File: src/rtl/game_pkg.sv
// Shared widths, limits and fruit bit positions for the game-state datapath.
package game_pkg;

    localparam int unsigned SCORE_W   = 10;
    localparam int unsigned FRUIT_W   = 4;
    localparam int unsigned LIVES_W   = 2;
    localparam int unsigned LIVES_MAX = 3;
    localparam int unsigned COUNT_W   = 32;

    // Bit index of each fruit in the eaten-fruit mask
    localparam int unsigned APPLE  = 0;
    localparam int unsigned PEAS   = 1;
    localparam int unsigned GRAPES = 2;
    localparam int unsigned DRINK  = 3;

    // Clamp an 8-bit lives-lost write to the saturation limit so it never wraps in 2 bits
    function automatic logic [LIVES_W-1:0] sat_lives(input logic [7:0] v, input int unsigned max);
        logic [LIVES_W-1:0] r;
        if (v >= 8'(max)) begin
            r = LIVES_W'(max);
        end else begin
            r = v[LIVES_W-1:0];
        end
        return r;
    endfunction

endpackage

File: src/rtl/tick_prescaler.sv
// Free-running modulo-TICK_CYCLES counter; emits a one-cycle wrap pulse while enabled.
module tick_prescaler #(
    parameter int unsigned TICK_CYCLES = 50_000_000
) (
    input  logic clk_i,
    input  logic rst_ni,
    input  logic en_i,
    input  logic clr_i,
    output logic wrap_o
);

    localparam int unsigned CntW = (TICK_CYCLES > 1) ? $clog2(TICK_CYCLES) : 1;
    localparam logic [CntW-1:0] CntMax = CntW'(TICK_CYCLES - 1);

    logic [CntW-1:0] cnt_q, cnt_d;

    // Wrap is flagged in the cycle the counter sits at its top value with counting enabled
    always_comb begin
        wrap_o = en_i && !clr_i && (cnt_q == CntMax);
    end

    // Next count: clear wins, otherwise advance (wrapping) only when enabled
    always_comb begin
        cnt_d = cnt_q;
        if (clr_i) begin
            cnt_d = '0;
        end else if (en_i) begin
            cnt_d = (cnt_q == CntMax) ? '0 : cnt_q + 1'b1;
        end
    end

    // Count register
    always_ff @(posedge clk_i or negedge rst_ni) begin
        if (!rst_ni) begin
            cnt_q <= '0;
        end else begin
            cnt_q <= cnt_d;
        end
    end

endmodule

File: src/rtl/game_state_regs.sv
// Game-state register file (score, fruit mask, lives lost, high score) and seconds countdown.
module game_state_regs
    import game_pkg::*;
#(
    parameter int unsigned TICK_CYCLES  = 50_000_000,
    parameter int unsigned GAME_SECONDS = 120,
    parameter int unsigned LIVES_MAX    = game_pkg::LIVES_MAX
) (
    input  logic                 Clk,
    input  logic                 Reset_n,
    input  logic                 restart,
    input  logic                 Load_S,
    input  logic [SCORE_W-1:0]   score_to_reg,
    input  logic                 Load_F,
    input  logic [FRUIT_W-1:0]   fruits_to_reg,
    input  logic                 Load_L,
    input  logic [7:0]           lives_to_reg,
    input  logic                 timer_en,
    input  logic                 win,
    input  logic                 lose,
    output logic [SCORE_W-1:0]   score_from_reg,
    output logic [FRUIT_W-1:0]   fruits_from_reg,
    output logic [LIVES_W-1:0]   lives_from_reg,
    output logic [COUNT_W-1:0]   counter,
    output logic                 tick_sec,
    output logic [SCORE_W-1:0]   hi_score
);

    localparam logic [COUNT_W-1:0] CountReload = COUNT_W'(GAME_SECONDS);

    logic [SCORE_W-1:0] score_q, score_d;
    logic [FRUIT_W-1:0] fruits_q, fruits_d;
    logic [LIVES_W-1:0] lives_q, lives_d;
    logic [COUNT_W-1:0] counter_q, counter_d;
    logic               tick_q, tick_d;
    logic [SCORE_W-1:0] hi_q, hi_d;
    logic               timer_run;
    logic               sec_wrap;

    // Timer only advances while playing; terminal flags and restart freeze it
    always_comb begin
        timer_run = timer_en && !win && !lose && !restart;
    end

    tick_prescaler #(
        .TICK_CYCLES (TICK_CYCLES)
    ) u_sec_prescaler (
        .clk_i  (Clk),
        .rst_ni (Reset_n),
        .en_i   (timer_run),
        .clr_i  (restart),
        .wrap_o (sec_wrap)
    );

    // Next-state for round registers: restart overrides every write strobe and tick
    always_comb begin
        score_d   = score_q;
        fruits_d  = fruits_q;
        lives_d   = lives_q;
        counter_d = counter_q;
        tick_d    = 1'b0;
        if (restart) begin
            score_d   = '0;
            fruits_d  = '0;
            lives_d   = '0;
            counter_d = CountReload;
        end else begin
            if (Load_S) begin
                score_d = score_to_reg;
            end
            if (Load_F) begin
                fruits_d = fruits_to_reg;
            end
            if (Load_L) begin
                lives_d = sat_lives(lives_to_reg, LIVES_MAX);
            end
            // Expired countdown stays at zero and stops ticking
            if (sec_wrap && (counter_q != '0)) begin
                counter_d = counter_q - 1'b1;
                tick_d    = 1'b1;
            end
        end
    end

    // High score tracks the registered score, so it trails a new best by one cycle
    always_comb begin
        hi_d = hi_q;
        if (score_q > hi_q) begin
            hi_d = score_q;
        end
    end

    // State registers
    always_ff @(posedge Clk or negedge Reset_n) begin
        if (!Reset_n) begin
            score_q   <= '0;
            fruits_q  <= '0;
            lives_q   <= '0;
            counter_q <= CountReload;
            tick_q    <= 1'b0;
            hi_q      <= '0;
        end else begin
            score_q   <= score_d;
            fruits_q  <= fruits_d;
            lives_q   <= lives_d;
            counter_q <= counter_d;
            tick_q    <= tick_d;
            hi_q      <= hi_d;
        end
    end

    // Outputs come straight from flops
    always_comb begin
        score_from_reg  = score_q;
        fruits_from_reg = fruits_q;
        lives_from_reg  = lives_q;
        counter         = counter_q;
        tick_sec        = tick_q;
        hi_score        = hi_q;
    end

endmodule

File: config.mk
export PLATFORM = sky130hd
export DESIGN_NAME = game_state_regs
export DESIGN_NICKNAME = d
export VERILOG_FILES = /design/src/rtl/game_pkg.sv /design/src/rtl/tick_prescaler.sv /design/src/rtl/game_state_regs.sv
export SDC_FILE = /design/constraint.sdc
export NUM_CORES = 1
export LEC_CHECK = 0
export ABC_AREA = 1
export CAP_MARGIN = 10
export CORE_ASPECT_RATIO = 0.8
export CORE_MARGIN = 10
export CORE_UTILIZATION = 35
export CTS_BUF_LIST = sky130_fd_sc_hd__clkbuf_4 sky130_fd_sc_hd__clkbuf_8
export DETAILED_ROUTE_END_ITERATION = 6
export REMOVE_ABC_BUFFERS = 1
export SYNTH_ARGS = -nofsm -noshare
export SYNTH_HDL_FRONTEND = slang
export SYNTH_SLANG_ARGS = --single-unit
File: constraint.sdc
create_clock -name Clk -period 5.3 [get_ports Clk]
set_clock_uncertainty 0.05 [all_clocks]
set_input_delay 0.53 -clock Clk [delete_from_list [all_inputs] [get_ports Clk]]
set_output_delay 0.53 -clock Clk [all_outputs]
set_load 0.03 [all_outputs]
==> results.json, run 1 <==
{
  "outcome": "completed",
  "slew_headroom": 0.384,
  "num_rows": 40,
  "required_ps": 5570,
  "final_antenna_net_count": 0,
  "grt_pass1_wl_mm": 24.9,
  "synth-xor-area-share": 0.0312,
  "leakage_nw": 2.99,
  "fmax_ghz": 0.407,
  "htree_levels": 3,
  "antenna_found_initial": 0,
  "whs_ps": 7.26,
  "yosysMostFrequentCell": "nand2_1",
  "clock-root-buffer": "clkbuf_8",
  "hold_path_class": "input port to asynchronous set/reset pin",
  "die_y_um": 130,
  "dp.cells": 1009,
  "ys_seq_elements": 85,
  "min_period_ps": 2460,
  "postSynthAreaPerCell_um2": 7.10,
  "synth.top_cells.by_count": "nand2_1, nor2_1, nand3_1",
  "cts.sinks": 85,
  "pre_cts_ws_ps": 2380,
  "rsz0062_at_grt": "false",
  "synth_top_cell_by_area": "dfrtp_1",
  "arrival_ps": 2730,
  "drt-pass1-iter-count": 5,
  "yosysTopAreaCellShare": 0.380,
  "tightestPinTransition_ps": 923,
  "synth_edf_count": 0,
  "drive_gt1_frac": 0.0658,
  "cts_hold_buf": 0,
  "detail_route.wirelength_mm": 15.3,
  "area_growth_pct": 22.3,
  "cts_inserted_buffers": 9,
  "clockBufferDepth": 2,
  "drv_slew": 0,
  "postCtsSetupBuffers": 0,
  "end_kind": "flop",
  "netlist_instances": 751,
  "yosysSeqAreaShare": 0.400,
  "yosys_warnings": 0,
  "start_util": 0.356,
  "multiInputGateArea_mm2": 0.00276,
  "fin_cells": 1025,
  "vias_per_cell": 4.96,
  "synth_cell_types": 33,
  "die_w_um": 158,
  "crit_chain": "clkdlybuf4s50_1 -> nor2_2 -> nand3_1 -> nor2_2 -> nand4_1 -> nand2_1",
  "synth-compound-area-share": 0.0777,
  "coreArea_mm2": 0.0150,
  "fill_cells": 1536,
  "grt_max_degree": 73,
  "num_vias": 5081,
  "gp_congestion": 0.871,
  "setup_violations": 0,
  "crit_slowest_cell": "nor2_2",
  "crit_type": "input port to flop",
  "antennaDiodeCount": 0,
  "cts_resized": 0,
  "cp_max_fo": 22,
  "wl_per_cell_um": 14.9,
  "grt_overflow": 0,
  "muxShareOfSynthArea": 0,
  "synth_ff_type": "dfrtp_1",
  "largest_register_ffs": 32,
  "nets": 874,
  "critPathLaunchType": "input port",
  "grt.total_usage": 0.150,
  "ir_drop_mv": 0.120,
  "drv_cap": 0,
  "place.port_buffers": 89,
  "pin_count": 90,
  "synth_fa_ha_area_frac": 0.0282,
  "hold_viol_final": 0,
  "crit_buf_inv": 1,
  "clk_pin_slew_ps": 90,
  "cts_tree": "yes",
  "synth_area_mm2": 0.00533,
  "clkLatencyLatePin_ps": 380,
  "synthSimpleGateAreaFrac": 0.381,
  "p_per_area_mw_per_mm2": 253,
  "seqCellArea_mm2": 0.00213,
  "async_flop_share": 1.00,
  "dp_hpwl_mm": 11.2,
  "drt-initial-drc-count": 508,
  "fin_crit_sh": 0.464,
  "crit_family": "simple AND/OR/NAND/NOR gates",
  "first_global_vias": 4815,
  "crit_path_frequent_cell": "nor2_2",
  "setup_ws_ps": 2840,
  "synth_top_family_by_area": "simple AND/OR/NAND/NOR gates",
  "drc": 0,
  "cp_slowest_stage_delay_ps": 720,
  "yosys-top-cells-area": "dfrtp_1, nand2_1, nand3_1, nor2_1, inv_1",
  "setup_tns_ps": 0,
  "dieArea_mm2": 0.0206
}
==> cells in the final DEF (no fill, tap or decap), types with 2 or more instances in the layout <==
| master | netlist | routed |
|---|---|---|
| nand2_1 | 194 | 194 |
| or2_2 | 7 | 7 |
| o22ai_1 | 6 | 6 |
| inv_2 | 3 | 3 |
| nor2_1 | 103 | 103 |
| a21oi_1 | 4 | 4 |
| clkbuf_8 | 0 | 10 |
| nor2_2 | 9 | 9 |
| inv_1 | 79 | 79 |
| xor2_1 | 18 | 18 |
| dfrtp_1 | 81 | 81 |
| dfstp_2 | 4 | 4 |
| ha_1 | 12 | 12 |
| nor3_1 | 2 | 2 |
| nand4_1 | 30 | 30 |
| clkinv_2 | 0 | 2 |
| buf_4 | 2 | 3 |
| nand3b_1 | 2 | 2 |
| nor2_4 | 4 | 4 |
| clkdlybuf4s50_1 | 0 | 88 |
| nand2_2 | 5 | 5 |
| o21bai_1 | 11 | 11 |
| nand3_1 | 96 | 96 |
| o21ai_0 | 50 | 50 |
==> metrics by stage <==
| stage | total power, W | area, µm² | util |
|---|---|---|---|
| final | 0.00165 | 6520 | 0.436 |
| after global routing | 0.00176 | 6520 | 0.436 |
| after CTS | 0.00167 | 6520 | 0.436 |
| after detailed placement | 0.00122 | 6340 | 0.424 |
| after global placement | 0.00122 | 6340 | 0.424 |
| after floorplan | 0.00102 | 5200 | - |
==> metal layers <==
metal / part of all wire / routed length [µm] / vias up / GRT usage
met5: 0 / 0 / - / 0
met4: 0.011 / 172 / 0 / 0.0364
met3: 0.082 / 1240 / 13 / 0.0448
met2: 0.39 / 5900 / 158 / 0.212
met1: 0.52 / 7940 / 2306 / 0.218
li1: - / - / 2604 / -
==> where the power goes <==
| part | total, W | switching (W) | internal (W) |
|---|---|---|---|
| Clock | 0.000445 | 0.000256 | 0.000189 |
| Combinational | 0.000470 | 0.000303 | 0.000167 |
| Sequential | 0.000735 | 0.0000415 | 0.000693 |
==> layout make-up <==
class / instances / share of cell area
flip-flops and latches: 85 / 0.327
inverters: 83 / 0.0478
clock inverters: 5 / 0.00537
repair buffers: 91 / 0.138
multi-input cells: 561 / 0.423
well taps: 189 / 0.0362
clock buffers: 11 / 0.0222
==> path summary, 6_finish.rpt <==
check / from / end / slack [ps] / cells after the start
max: restart / counter[20] / 2840 / 6
min reg2reg: hi_score[1] / hi_score[1] / 470 / 2
min: Reset_n / score_from_reg[4] / 7 / 1
max in group asynchronous: Reset_n / u_sec_prescaler.cnt_q[20] / 4090 / 2
max reg2reg: u_sec_prescaler.cnt_q[0] / counter[20] / 2970 / 9
min in group Clk: hi_score[1] / hi_score[1] / 470 / 2
==> cells by family (layout without fill, tap and decap cells) <==
family | after synthesis | after routing
flip-flops | 85 | 85
XOR/XNOR | 19 | 19
AND/OR/NAND/NOR | 456 | 456
buffers and inverters | 105 | 190
AO/OA/AOI/OAI | 74 | 74
adder cells (fa/ha/maj) | 12 | 12
No activity file was read; power rests on OpenSTA's default activity.
==> run 2, diff against run 1 <==
clock period = 2.2 ns   (was 5.3 ns; I/O delays follow)
==> run 2 against run 1 <==
Net effect:
- critical path depth up 4
- combinational power rose to 2.5 times the previous value
- first-iteration DRC count down 1.2%
- hold slack improved by 190 ps
- routed wire length increased by 2.7%
- clock-buffer cell count increased by 1
- highest routed layer unchanged
- cell area up 3.1%
- worst setup slack got worse by 2600 ps
- register-to-register slack got worse by 2800 ps
- total power rose by 140%
- utilization is 1.4 points higher
==> results.json, run 2 (synthesized netlist as in run 1, its figures left out) <==
{
  "tightestPinTransition_ps": 715,
  "p_per_area_mw_per_mm2": 598,
  "min_period_ps": 1990,
  "dieArea_mm2": 0.0206,
  "arrival_ps": 2240,
  "wl_per_cell_um": 15.0,
  "area_growth_pct": 26.2,
  "power.internal_w": 0.00259,
  "fin_crit_sh": 0.904,
  "clockBufferDepth": 2,
  "clk_pin_slew_ps": 90,
  "switchingPower_w": 0.00143,
  "detail_route.wirelength_mm": 15.7,
  "hold_path_class": "input port to asynchronous set/reset pin",
  "clock-root-buffer": "clkbuf_8",
  "die_y_um": 130,
  "coreArea_mm2": 0.0150,
  "first_global_vias": 4776,
  "num_rows": 40,
  "leakage_nw": 3.10,
  "fmax_ghz": 0.503,
  "end_kind": "flop",
  "final_antenna_net_count": 0,
  "num_vias": 5212,
  "cts_hold_buf": 1,
  "drc": 0,
  "crit_type": "flop to flop",
  "cp_max_fo": 15,
  "drv_slew": 0,
  "place.port_buffers": 89,
  "vias_per_cell": 4.98,
  "postCtsSetupBuffers": 0,
  "crit_buf_inv": 1,
  "nets": 896,
  "rsz0062_at_grt": "false",
  "dp_hpwl_mm": 11.8,
  "crit_family": "simple AND/OR/NAND/NOR gates",
  "htree_levels": 3,
  "cts_resized": 0,
  "setup_violations": 0,
  "cts_tree": "yes",
  "cts.sinks": 85,
  "drv_cap": 0,
  "dp.cells": 1030,
  "pwr-share-clk": 0.266,
  "switching_share": 0.356,
  "grt_overflow": 0,
  "largest_register_ffs": 32,
  "grt_pass1_wl_mm": 25.0,
  "ir_drop_mv": 0.289,
  "crit_chain": "ha_1 -> nand2_1 -> nor2_2 -> nand2_2 -> inv_2 -> nand2_2 -> nor2_4 -> nor2_2 -> nand3_1 -> o21ai_0",
  "slew_headroom": 0.523,
  "antennaDiodeCount": 0,
  "layout_commonest_cell": "nand2_1",
  "grt.total_usage": 0.152,
  "start_util": 0.356,
  "cts_inserted_buffers": 9,
  "crit_slowest_cell": "nor2_2",
  "final_cell_mix": "nand2_1, nor2_1, nand3_1",
  "required_ps": 2450,
  "drt-pass1-iter-count": 5,
  "critPathLaunchType": "flop",
  "combPwrFrac": 0.295,
  "clkLatencyLatePin_ps": 390,
  "setup_tns_ps": 0,
  "p_seq_frac": 0.439,
  "outcome": "completed",
  "die_w_um": 158,
  "gp_congestion": 0.933,
  "antenna_found_initial": 0,
  "hold_viol_final": 0,
  "cp_slowest_stage_delay_ps": 550,
  "drt-initial-drc-count": 502,
  "fin_cells": 1046,
  "grt_max_degree": 73,
  "whs_ps": 195,
  "pin_count": 90,
  "drive_gt1_frac": 0.0875
}
-- run 2: stage by stage --
step / utilization / total power [W] / setup WS (ps) / instance area, µm²
CTS: 0.450 / 0.00407 / 209 / 6730
floorplan: - / 0.00246 / 198 / 5200
detailed placement: 0.437 / 0.00299 / 157 / 6540
global placement: 0.437 / 0.00298 / 184 / 6540
finish: 0.450 / 0.00403 / 210 / 6730
global route: 0.450 / 0.00430 / 34.0 / 6730
-- run 2: power by group through the flow --
stage	combinational [W]	clock, W	sequential (W)
final	0.00119	0.00107	0.00177
after global routing	0.00134	0.00118	0.00178
after CTS	0.00120	0.00111	0.00177
after detailed placement	0.00119	0	0.00180
after global placement	0.00119	0	0.00179
after floorplan	0.000484	0	0.00198
-- run 2: area by class of cell --
class                   count  area [µm²]
well taps                 189         236
flip-flops and latches     85        2130
fillers                  1523        8240
clock buffers              12         159
inverters                  83         312
clock inverters             3        21.3
multi-input cells         561        2760
repair buffers            113        1110
-- run 2: path summary, 6_finish.rpt --
check	endpoint	from	slack (ps)	depth (start not counted)
max	u_sec_prescaler.cnt_q[16]	u_sec_prescaler.cnt_q[1]	210	10
min	hi_score[5]	Reset_n	190	2
max reg2reg	u_sec_prescaler.cnt_q[16]	u_sec_prescaler.cnt_q[1]	210	10
min reg2reg	hi_score[8]	hi_score[8]	460	2
max in group asynchronous	counter[4]	Reset_n	1290	3
min in group Clk	score_from_reg[3]	score_to_reg[3]	370	3
-- run 2: routing by layer --
layer,up-vias,global-route usage,share of wire
met5,-,0,0
met4,0,0.0332,0.0075
met3,11,0.0454,0.083
met1,2385,0.233,0.53
li1,2644,-,-
met2,172,0.201,0.38
-- run 2: worst register-to-register path, cell delays in order, from the launching register on --
cell     delay, ps
dfrtp_1        410
ha_1           210
nand2_1        100
nor2_2          60
nand2_2         80
inv_2           40
nand2_2         90
nor2_4          50
nor2_2         550
nand3_1        150
o21ai_0        110
